==> src/rtl/dmem_arbiter_if.sv <==
// dmem_arbiter_if
//   Bundles every handshake and bus signal of the data-memory arbiter.
//   The two requesters (0 = core, 1 = host loader) and the memory sit on
//   the master side. The arbiter sits on the slave side.
//
//   Requester n signals:
//     reqn    access request (level-sensitive)
//     wen     1 = write, 0 = read
//     addrn   access address
//     wdatan  write data
//     gntn    one-cycle grant pulse
//     donen   one-cycle completion pulse
//   Shared / memory signals:
//     rdata      read data, valid while donen is high
//     mem_addr   memory address
//     mem_wdata  memory write data
//     mem_we     memory write strobe
//     mem_rdata  memory read data
//     busy       arbiter is not idle
interface dmem_arbiter_if #(
    parameter int DATA_W = 16,
    parameter int ADDR_W = 16
);
    logic              req0;
    logic              we0;
    logic [ADDR_W-1:0] addr0;
    logic [DATA_W-1:0] wdata0;
    logic              gnt0;
    logic              done0;

    logic              req1;
    logic              we1;
    logic [ADDR_W-1:0] addr1;
    logic [DATA_W-1:0] wdata1;
    logic              gnt1;
    logic              done1;

    logic [DATA_W-1:0] rdata;
    logic [ADDR_W-1:0] mem_addr;
    logic [DATA_W-1:0] mem_wdata;
    logic              mem_we;
    logic [DATA_W-1:0] mem_rdata;
    logic              busy;

    modport slave (
        input  req0, we0, addr0, wdata0,
        input  req1, we1, addr1, wdata1,
        input  mem_rdata,
        output gnt0, done0, gnt1, done1,
        output rdata, mem_addr, mem_wdata, mem_we, busy
    );

    modport master (
        output req0, we0, addr0, wdata0,
        output req1, we1, addr1, wdata1,
        output mem_rdata,
        input  gnt0, done0, gnt1, done1,
        input  rdata, mem_addr, mem_wdata, mem_we, busy
    );
endinterface

==> src/rtl/dmem_arbiter.sv <==
// dmem_arbiter
//   Two-requester arbiter in front of a single-port data memory. One access
//   is in flight at a time: IDLE -> GRANT -> (WAIT) -> DONE -> IDLE.
//   Every output is a register, so no request input reaches an output
//   through combinational logic.
//
//   Ports:
//     clock  single clock, all state on the rising edge
//     reset  synchronous, active-high
//     bus    dmem_arbiter_if.slave (requesters, shared read data, memory)
//
//   Parameters:
//     DATA_W   data bus width
//     ADDR_W   memory address width
//     MEM_LAT  memory read latency in cycles (1..4)
//
//   Build option:
//     DMEM_ARB_RR_EN  defined   -> round-robin on ties
//                     undefined -> fixed priority, core (0) wins ties
module dmem_arbiter #(
    parameter int DATA_W  = 16,
    parameter int ADDR_W  = 16,
    parameter int MEM_LAT = 2
) (
    input  logic           clock,
    input  logic           reset,
    dmem_arbiter_if.slave  bus
);
    typedef enum logic [1:0] {IDLE, GRANT, WAIT, DONE} state_t;

    state_t            state_q, state_d;
    logic [1:0]        cnt_q, cnt_d;
    logic              winner_q, winner_d;
    logic              we_q, we_d;
    logic [ADDR_W-1:0] mem_addr_q, mem_addr_d;
    logic [DATA_W-1:0] mem_wdata_q, mem_wdata_d;
    logic              mem_we_q, mem_we_d;
    logic              gnt0_q, gnt0_d, gnt1_q, gnt1_d;
    logic              done0_q, done0_d, done1_q, done1_d;
    logic              busy_q, busy_d;
    logic [DATA_W-1:0] rdata_q, rdata_d;

    logic anyReq;
    logic pickWinner;

`ifdef DMEM_ARB_RR_EN
    logic rr_q, rr_d;
`endif

    // Winner selection while idle. A lone requester always wins; only a
    // tie consults the priority scheme.
    assign anyReq = bus.req0 | bus.req1;
`ifdef DMEM_ARB_RR_EN
    assign pickWinner = (bus.req0 && bus.req1) ? rr_q : bus.req1;
`else
    assign pickWinner = ~bus.req0;
`endif

    // Next-state logic. The latency counter also counts down through
    // GRANT, so a read spends MEM_LAT-1 cycles in WAIT. With MEM_LAT = 1
    // the read skips WAIT and finishes like a write.
    always_comb begin
        state_d = state_q;
        cnt_d   = cnt_q;
        case (state_q)
            IDLE: begin
                if (anyReq) begin
                    state_d = GRANT;
                    cnt_d   = 2'(MEM_LAT - 1);
                end
            end
            GRANT: begin
                if (we_q || cnt_q == 2'd0) begin
                    state_d = DONE;
                end else begin
                    state_d = WAIT;
                    cnt_d   = cnt_q - 2'd1;
                end
            end
            WAIT: begin
                if (cnt_q == 2'd0) begin
                    state_d = DONE;
                end else begin
                    cnt_d = cnt_q - 2'd1;
                end
            end
            DONE: begin
                state_d = IDLE;
            end
            default: begin
                state_d = IDLE;
            end
        endcase
    end

    // Next values of the registered outputs and the latched request.
    // Pulses default low, and held values default to their current value.
    always_comb begin
        winner_d    = winner_q;
        we_d        = we_q;
        mem_addr_d  = mem_addr_q;
        mem_wdata_d = mem_wdata_q;
        mem_we_d    = 1'b0;
        gnt0_d      = 1'b0;
        gnt1_d      = 1'b0;
        done0_d     = 1'b0;
        done1_d     = 1'b0;
        rdata_d     = rdata_q;
        busy_d      = (state_d != IDLE);
`ifdef DMEM_ARB_RR_EN
        rr_d        = rr_q;
`endif
        case (state_q)
            IDLE: begin
                if (anyReq) begin
                    winner_d    = pickWinner;
                    we_d        = pickWinner ? bus.we1    : bus.we0;
                    mem_addr_d  = pickWinner ? bus.addr1  : bus.addr0;
                    mem_wdata_d = pickWinner ? bus.wdata1 : bus.wdata0;
                    mem_we_d    = pickWinner ? bus.we1    : bus.we0;
                    gnt0_d      = ~pickWinner;
                    gnt1_d      = pickWinner;
                end
            end
            GRANT, WAIT: begin
                if (state_d == DONE) begin
                    done0_d = ~winner_q;
                    done1_d = winner_q;
                    if (!we_q) begin
                        rdata_d = bus.mem_rdata;
                    end
                end
            end
            DONE: begin
`ifdef DMEM_ARB_RR_EN
                rr_d = ~winner_q;
`endif
            end
            default: begin
            end
        endcase
    end

    // State register. A reset aborts any access in flight without a done pulse.
    always_ff @(posedge clock) begin
        if (reset) begin
            state_q     <= IDLE;
            cnt_q       <= 2'd0;
            winner_q    <= 1'b0;
            we_q        <= 1'b0;
            mem_addr_q  <= '0;
            mem_wdata_q <= '0;
            mem_we_q    <= 1'b0;
            gnt0_q      <= 1'b0;
            gnt1_q      <= 1'b0;
            done0_q     <= 1'b0;
            done1_q     <= 1'b0;
            busy_q      <= 1'b0;
            rdata_q     <= '0;
`ifdef DMEM_ARB_RR_EN
            rr_q        <= 1'b0;
`endif
        end else begin
            state_q     <= state_d;
            cnt_q       <= cnt_d;
            winner_q    <= winner_d;
            we_q        <= we_d;
            mem_addr_q  <= mem_addr_d;
            mem_wdata_q <= mem_wdata_d;
            mem_we_q    <= mem_we_d;
            gnt0_q      <= gnt0_d;
            gnt1_q      <= gnt1_d;
            done0_q     <= done0_d;
            done1_q     <= done1_d;
            busy_q      <= busy_d;
            rdata_q     <= rdata_d;
`ifdef DMEM_ARB_RR_EN
            rr_q        <= rr_d;
`endif
        end
    end

    assign bus.gnt0      = gnt0_q;
    assign bus.gnt1      = gnt1_q;
    assign bus.done0     = done0_q;
    assign bus.done1     = done1_q;
    assign bus.mem_addr  = mem_addr_q;
    assign bus.mem_wdata = mem_wdata_q;
    assign bus.mem_we    = mem_we_q;
    assign bus.busy      = busy_q;
    assign bus.rdata     = rdata_q;
endmodule

==> src/flat_wrapper.sv <==
// flat-port wrapper written by rule: the top's interface ports become plain ports
module dmem_arbiter_flat 
#(
    parameter int DATA_W  = 16,
    parameter int ADDR_W  = 16,
    parameter int MEM_LAT = 2
)
  (clock, reset, bus_req0, bus_we0, bus_addr0, bus_wdata0, bus_req1, bus_we1, bus_addr1, bus_wdata1, bus_mem_rdata, bus_gnt0, bus_done0, bus_gnt1, bus_done1, bus_rdata, bus_mem_addr, bus_mem_wdata, bus_mem_we, bus_busy);
  dmem_arbiter_if #(.DATA_W(DATA_W), .ADDR_W(ADDR_W)) bus_i ();
  input  logic clock;
  input  logic reset;
  input wire logic [$bits(bus_i.req0)-1:0] bus_req0;
  input wire logic [$bits(bus_i.we0)-1:0] bus_we0;
  input wire logic [$bits(bus_i.addr0)-1:0] bus_addr0;
  input wire logic [$bits(bus_i.wdata0)-1:0] bus_wdata0;
  input wire logic [$bits(bus_i.req1)-1:0] bus_req1;
  input wire logic [$bits(bus_i.we1)-1:0] bus_we1;
  input wire logic [$bits(bus_i.addr1)-1:0] bus_addr1;
  input wire logic [$bits(bus_i.wdata1)-1:0] bus_wdata1;
  input wire logic [$bits(bus_i.mem_rdata)-1:0] bus_mem_rdata;
  output wire logic [$bits(bus_i.gnt0)-1:0] bus_gnt0;
  output wire logic [$bits(bus_i.done0)-1:0] bus_done0;
  output wire logic [$bits(bus_i.gnt1)-1:0] bus_gnt1;
  output wire logic [$bits(bus_i.done1)-1:0] bus_done1;
  output wire logic [$bits(bus_i.rdata)-1:0] bus_rdata;
  output wire logic [$bits(bus_i.mem_addr)-1:0] bus_mem_addr;
  output wire logic [$bits(bus_i.mem_wdata)-1:0] bus_mem_wdata;
  output wire logic [$bits(bus_i.mem_we)-1:0] bus_mem_we;
  output wire logic [$bits(bus_i.busy)-1:0] bus_busy;
  assign bus_i.req0 = bus_req0;
  assign bus_i.we0 = bus_we0;
  assign bus_i.addr0 = bus_addr0;
  assign bus_i.wdata0 = bus_wdata0;
  assign bus_i.req1 = bus_req1;
  assign bus_i.we1 = bus_we1;
  assign bus_i.addr1 = bus_addr1;
  assign bus_i.wdata1 = bus_wdata1;
  assign bus_i.mem_rdata = bus_mem_rdata;
  assign bus_gnt0 = bus_i.gnt0;
  assign bus_done0 = bus_i.done0;
  assign bus_gnt1 = bus_i.gnt1;
  assign bus_done1 = bus_i.done1;
  assign bus_rdata = bus_i.rdata;
  assign bus_mem_addr = bus_i.mem_addr;
  assign bus_mem_wdata = bus_i.mem_wdata;
  assign bus_mem_we = bus_i.mem_we;
  assign bus_busy = bus_i.busy;
  dmem_arbiter #(.DATA_W(DATA_W), .ADDR_W(ADDR_W), .MEM_LAT(MEM_LAT)) u_core (.clock(clock), .reset(reset), .bus(bus_i));
endmodule
==> config.mk <==
export PLATFORM = sky130hd
export DESIGN_NAME = dmem_arbiter_flat
export DESIGN_NICKNAME = d
export VERILOG_FILES = /design/src/rtl/dmem_arbiter_if.sv /design/src/rtl/dmem_arbiter.sv /design/src/flat_wrapper.sv
export SDC_FILE = /design/constraint.sdc
export NUM_CORES = 1
export LEC_CHECK = 0
export BUFFER_PORTS_ARGS = -buffer_cell sky130_fd_sc_hd__buf_2
export CORE_UTILIZATION = 39
export CTS_CLUSTER_SIZE = 16
export DETAILED_ROUTE_END_ITERATION = 12
export PLACE_DENSITY = 0.71
export SETUP_SLACK_MARGIN = 0.1
export SLEW_MARGIN = 20
export SYNTH_ARGS = -nofsm -noshare
export SYNTH_HDL_FRONTEND = slang
export SYNTH_SLANG_ARGS = --single-unit
==> constraint.sdc <==
create_clock -name clock -period 2.3 [get_ports clock]
set_input_delay 0.46 -clock clock [delete_from_list [all_inputs] [get_ports clock]]
set_output_delay 0.46 -clock clock [all_outputs]
set_load 0.1 [all_outputs]
**After elaboration in Yosys (flattened, before gate mapping)**

Index checks and enable logic that the tools add are counted.
Widths: inputs -> output; s select.

- Register bits after elaboration: 60

- Equal/unequal tests: 7
- Add/subtract/negate cells: 1
- Bitwise gates (word level): 8
- Muxes and demuxes: 11
- Reduce and logical (&&, ||, !) cells: 11

Operators with widths:

| cell | count |
|---|---|
| $mux 16 | 2 |
| $mux 2 | 5 |
| $pmux 2 s4 | 1 |
| $not 1->1 | 7 |
| $eq 2x2->1 const B | 3 |
| $pmux 2 s3 | 1 |
| $reduce_or 3->1 | 2 |
| $logic_not 2->1 | 2 |
| $ne 2x2->1 const B | 2 |
| $reduce_and 4->1 | 1 |
| $reduce_and 3->1 | 1 |
| $reduce_bool 3->1 | 1 |
| $eq 2x1->1 const B | 1 |
| $mux 1 | 2 |
| $ne 2x1->1 const B | 1 |
| $reduce_and 2->1 | 1 |
| $reduce_bool 2->1 | 1 |
| $reduce_or 2->1 | 1 |
| $sub 2x1->2 const B | 1 |
| $logic_or 1x1->1 | 1 |
| $or 1x1->1 | 1 |

**Logic depth before layout (Yosys ltp)**

- Depth in word-level cells: 7
- Gate-level depth with buffers: 7
- Depth with buffers taken out: 6

**Worst setup path after synthesis**

No wires, ideal clock.

- Path kind: register -> register
- From: reg u_core.state_q[0]
- To: reg u_core.rdata_q[0], in the netlist u_core.bus.rdata[0]
- Stages on the path, launching flop included: 8
- Data arrival time: 1.699 ns
- Data required time: 2.228 ns
- Slack: 0.530 ns
- Cell sequence: dfxtp_1 inv_1 ha_1 nor4b_1 a31o_4 nor3_4 buf_12 mux2i_1

- Word-level cells in the longest chain between the ends: 4
- Elaborated cells on any way between the ends: 10

Ends and longest elaborated chain:

| what | line | source |
|---|---|---|
| start, declared | dmem_arbiter.sv:31 | `state_t state_q, state_d;` |
| start signal, assigned | dmem_arbiter.sv:164 | `state_q <= state_d;` |
| $eq 2x2->1 (tied with other cells) | dmem_arbiter.sv:65 | `case (state_q)` |
| $pmux 2 s4 | dmem_arbiter.sv:65 |  |
| $eq 2x2->1 | dmem_arbiter.sv:126 | `if (state_d == DONE) begin` |
| $reduce_and 3->1 (no source line) * | - |  |
| end signal, assigned | dmem_arbiter.sv:176 | `rdata_q <= rdata_d;` |
| end, declared | dmem_arbiter.sv:41 | `logic [DATA_W-1:0] rdata_q, rdata_d;` |

Every way passes the cells marked *; elsewhere a longest branch is shown, timed or not.
A chain may end at the register's enable or synchronous reset.

**Worst setup path after layout**

- From: reg u_core.state_q[0]
- To: reg u_core.mem_addr_q[2], in the netlist u_core.bus.mem_addr[2]

- Word-level cells in the longest chain between the ends: 2

Ends and longest elaborated chain:

| what | line | source |
|---|---|---|
| $logic_not 2->1 | dmem_arbiter.sv:113 | `case (state_q)` |
| $reduce_and 2->1 (no source line) | - |  |
| end signal, assigned | dmem_arbiter.sv:168 | `mem_addr_q <= mem_addr_d;` |
| end, declared | dmem_arbiter.sv:35 | `logic [ADDR_W-1:0] mem_addr_q, mem_addr_d;` |

No other way between the ends.

==> flow_metrics.env <==
export IMPL_ctsResizeCount=0
export IMPL_core_area_um2=5920
export IMPL_postCtsHoldBufs=0
export IMPL_start_util=0.403
export IMPL_wl_um=5680
export IMPL_synth_cells=225
export IMPL_postSynthAreaPerCell_um2=10.6
export IMPL_p_comb_frac=0.554
export IMPL_cts_buffers=9
export IMPL_p_sw_frac=0.537
export IMPL_required_ps=2500
export IMPL_rr_worst_depth=7
export IMPL_cts_sinks=60
export IMPL_final_util=0.570
export IMPL_postRouteAntennaNets=0
export IMPL_crit_arrival_ps=2010
export IMPL_grt_pass1_vias=1963
export IMPL_endpoint_kind="register"
export IMPL_dr_pass1_iters=5
export IMPL_drc=0
export IMPL_regToRegSetupSlack_ps=490
export IMPL_grt_max_degree=39
export IMPL_path_clk_slew_ps=70
export IMPL_switching_power_uw=3120
export IMPL_die_x_um=80.2
export IMPL_cp_max_fo=35
export IMPL_wl_per_cell_um=12.8
export IMPL_hold_class="input pin to register"
export IMPL_ctsLongestPathBuffers=2
export IMPL_setup_viol_count_final=0
export IMPL_fin_worst_skew_ps=6.11
export IMPL_grt_use_total=0.180
export IMPL_num_vias=2180
export IMPL_p_leak_uw=0.00184
export IMPL_p_per_area_nw_per_um2=1720
export IMPL_h_tree_depth=3
export IMPL_drt_first_iter_violations=186
export IMPL_synth_nets=317
export IMPL_yosysSeqAreaShare=0.503
export IMPL_finalSetupTns_ps=0
export IMPL_holdPathStages=3
export IMPL_gr_total_overflow=0
export IMPL_fp_dieArea_um2=6440
export IMPL_rows=28
export IMPL_nets=457
export IMPL_seqPwrFrac=0.260
export IMPL_finalHoldViolCount=0
export IMPL_tightest_slew_ps=504
export IMPL_hp_start="bus_addr0[7]"
export IMPL_fmax_mhz=552
export IMPL_clkPwrFrac=0.186
export IMPL_start_kind="register"
export IMPL_root_buffer="clkbuf_8"
export IMPL_clkLatencyLatePin_ps=330
export IMPL_worstSetupPathType="register to register"
export IMPL_syn_to_final_growth_pct=41.5
export IMPL_peakVddDrop_v=0.00114
export IMPL_layout_min_cycle_time_ps=1810
export IMPL_layout_drive_gt1_share=0.451
export IMPL_synth_ff_latch_count=60
export IMPL_gp_congestion=0.741
export IMPL_ys_types=27
export IMPL_cts_tree="yes"
export IMPL_relSlewSlack=0.667
export IMPL_hold_ws_ps=354
export IMPL_post_dp_hpwl_um=4030
export IMPL_fin_crit_sh=0.787
export IMPL_p_int_uw=2690
export IMPL_synthesis_area_um2=2390
export IMPL_rsz0062_at_grt="false"
export IMPL_antenna_found_initial=0
export IMPL_r2r_start="u_core.state_q[0]"
export IMPL_seq_area_um2=1200
export IMPL_drv_slew=0
export IMPL_ios=140
export IMPL_post_cts_buffers=0
export IMPL_max_cap_violations=0
export IMPL_min_to="u_core.bus.mem_addr[7]"
export IMPL_r2r_end="u_core.bus.mem_addr[2]"
export IMPL_ys_warn_count=0
export IMPL_antenna_cells=0
export IMPL_die_y_um=80.2
export IMPL_vias_per_cell=4.90
export IMPL_status="completed"
export IMPL_nFillCells=508
export IMPL_grt_pass1_wl_um=8640
export IMPL_multiInputGateArea_um2=962
export IMPL_portBuffers=139
critical path, cell delays in order, from the launching register on:
cell      delay [ps]
dfxtp_1          400
inv_1            100
ha_1             230
inv_1            170
nor4b_4           70
buf_4            250
a222oi_1         400
inv_1             70
cell families (layout without fill, tap and decap cells):
logic type / count (synthesis) / in the layout / share of synthesized area
mux: 17 / 17 / 0.0713
simple gates: 44 / 44 / 0.126
fa+ha+maj: 6 / 6 / 0.0314
buf+inv: 55 / 200 / 0.0964
flops: 60 / 60 / 0.503
compound gates: 43 / 43 / 0.172
state kept, by name, indices dropped and copies added, names as in the netlist:
name,count
u_core.bus.busy,1
u_core.bus.rdata,16
u_core.bus.mem_addr,16
u_core.cnt_q,2
u_core.bus.done0,1
u_core.we_q,1
u_core.bus.done1,1
u_core.bus.gnt1,1
u_core.bus.gnt0,1
u_core.state_q,2
u_core.winner_q,1
u_core.bus.mem_wdata,16
u_core.bus.mem_we,1
layout make-up:
type / instances / area share
clock inverter: 3 / 0.0200
tap: 75 / 0.0278
multi-input combinational: 110 / 0.285
sequential: 60 / 0.356
inverter: 40 / 0.0445
timing repair buffer: 144 / 0.217
clock buffer: 13 / 0.0500
layout by cell type (no fill, tap or decap):
cell type     n
buf_2       139
dfxtp_1      60
inv_1        40
nand2b_1     32
a222oi_1     32
mux2i_1      17
clkbuf_8     12
ha_1          6
buf_4         5
nor2_1        4
nor4_1        2
a21oi_1       2
bufinv_16     2
o21ai_2       1
o21ai_0       1
nor4b_1       1
a31o_4        1
nor3_4        1
nor4b_4       1
nor3b_4       1
a22o_1        1
or2_2         1
a21oi_2       1
a21o_2        1
a21o_1        1
o211ai_1      1
nor3_1        1
a211oi_1      1
clkinvlp_4    1
clkbuf_1      1
worst max-delay path by stage:
stage	startpoint	to	cells past startpoint
2_1_floorplan	u_core.state_q[0]	u_core.bus.rdata[0]	7
3_3_place_gp	u_core.state_q[0]	u_core.bus.mem_addr[9]	7
3_5_place_dp	u_core.state_q[0]	u_core.bus.mem_addr[2]	7
4_1_cts	u_core.state_q[0]	u_core.bus.mem_addr[2]	7
5_1_grt	u_core.state_q[0]	u_core.bus.mem_wdata[12]	7
6_report	u_core.state_q[0]	u_core.bus.mem_addr[2]	7
power by group through the flow:
stage | sequential (uW) | combinational [uW] | clock, uW
after floorplan | 3440 | 848 | 0
after global placement | 1520 | 3190 | 0
after detailed placement | 1520 | 3220 | 0
after CTS | 1510 | 3230 | 1110
after global routing | 1540 | 3370 | 1160
final | 1510 | 3220 | 1080
synth_stat cells:
cell       n  share of area
nor4_1     2         0.0052
nor3_4     1         0.0068
o21ai_0    1         0.0021
a222oi_1  32           0.13
a21oi_1    2         0.0042
nor2_1     4         0.0063
a21oi_2    1         0.0037
dfxtp_1   60           0.50
or2_2      1         0.0026
inv_1     40          0.063
clkbuf_1   8          0.013
a31o_4     1         0.0073
nor4b_1    1         0.0037
nor4b_4    1          0.010
a211oi_1   1         0.0031
a21o_2     1         0.0037
ha_1       6          0.031
mux2i_1   17          0.071
buf_12     1         0.0084
o21ai_2    1         0.0037
nand2b_1  32          0.084
nor3b_2    1         0.0052
nor3_1     1         0.0021
a21o_1     1         0.0031
a22o_1     1         0.0037
buf_2      6          0.013
o211ai_1   1         0.0031
per-stage QoR:
stage	instances	cell area (um2)	worst slack (ps)	total power, uW
global route	445	3380	354	6070
detailed placement	429	3140	467	4750
CTS	445	3380	464	5850
floorplan	225	2390	530	4280
global placement	429	3140	570	4710
finish	445	3380	490	5810
layer usage:
metal,vias up,GRT usage,share of wire
met3,13,0.0580,0.091
li1,1083,-,-
met2,118,0.288,0.46
met4,0,0.114,0.028
met1,966,0.205,0.42
met5,-,0,0
No activity file was read; power rests on OpenSTA's default activity.
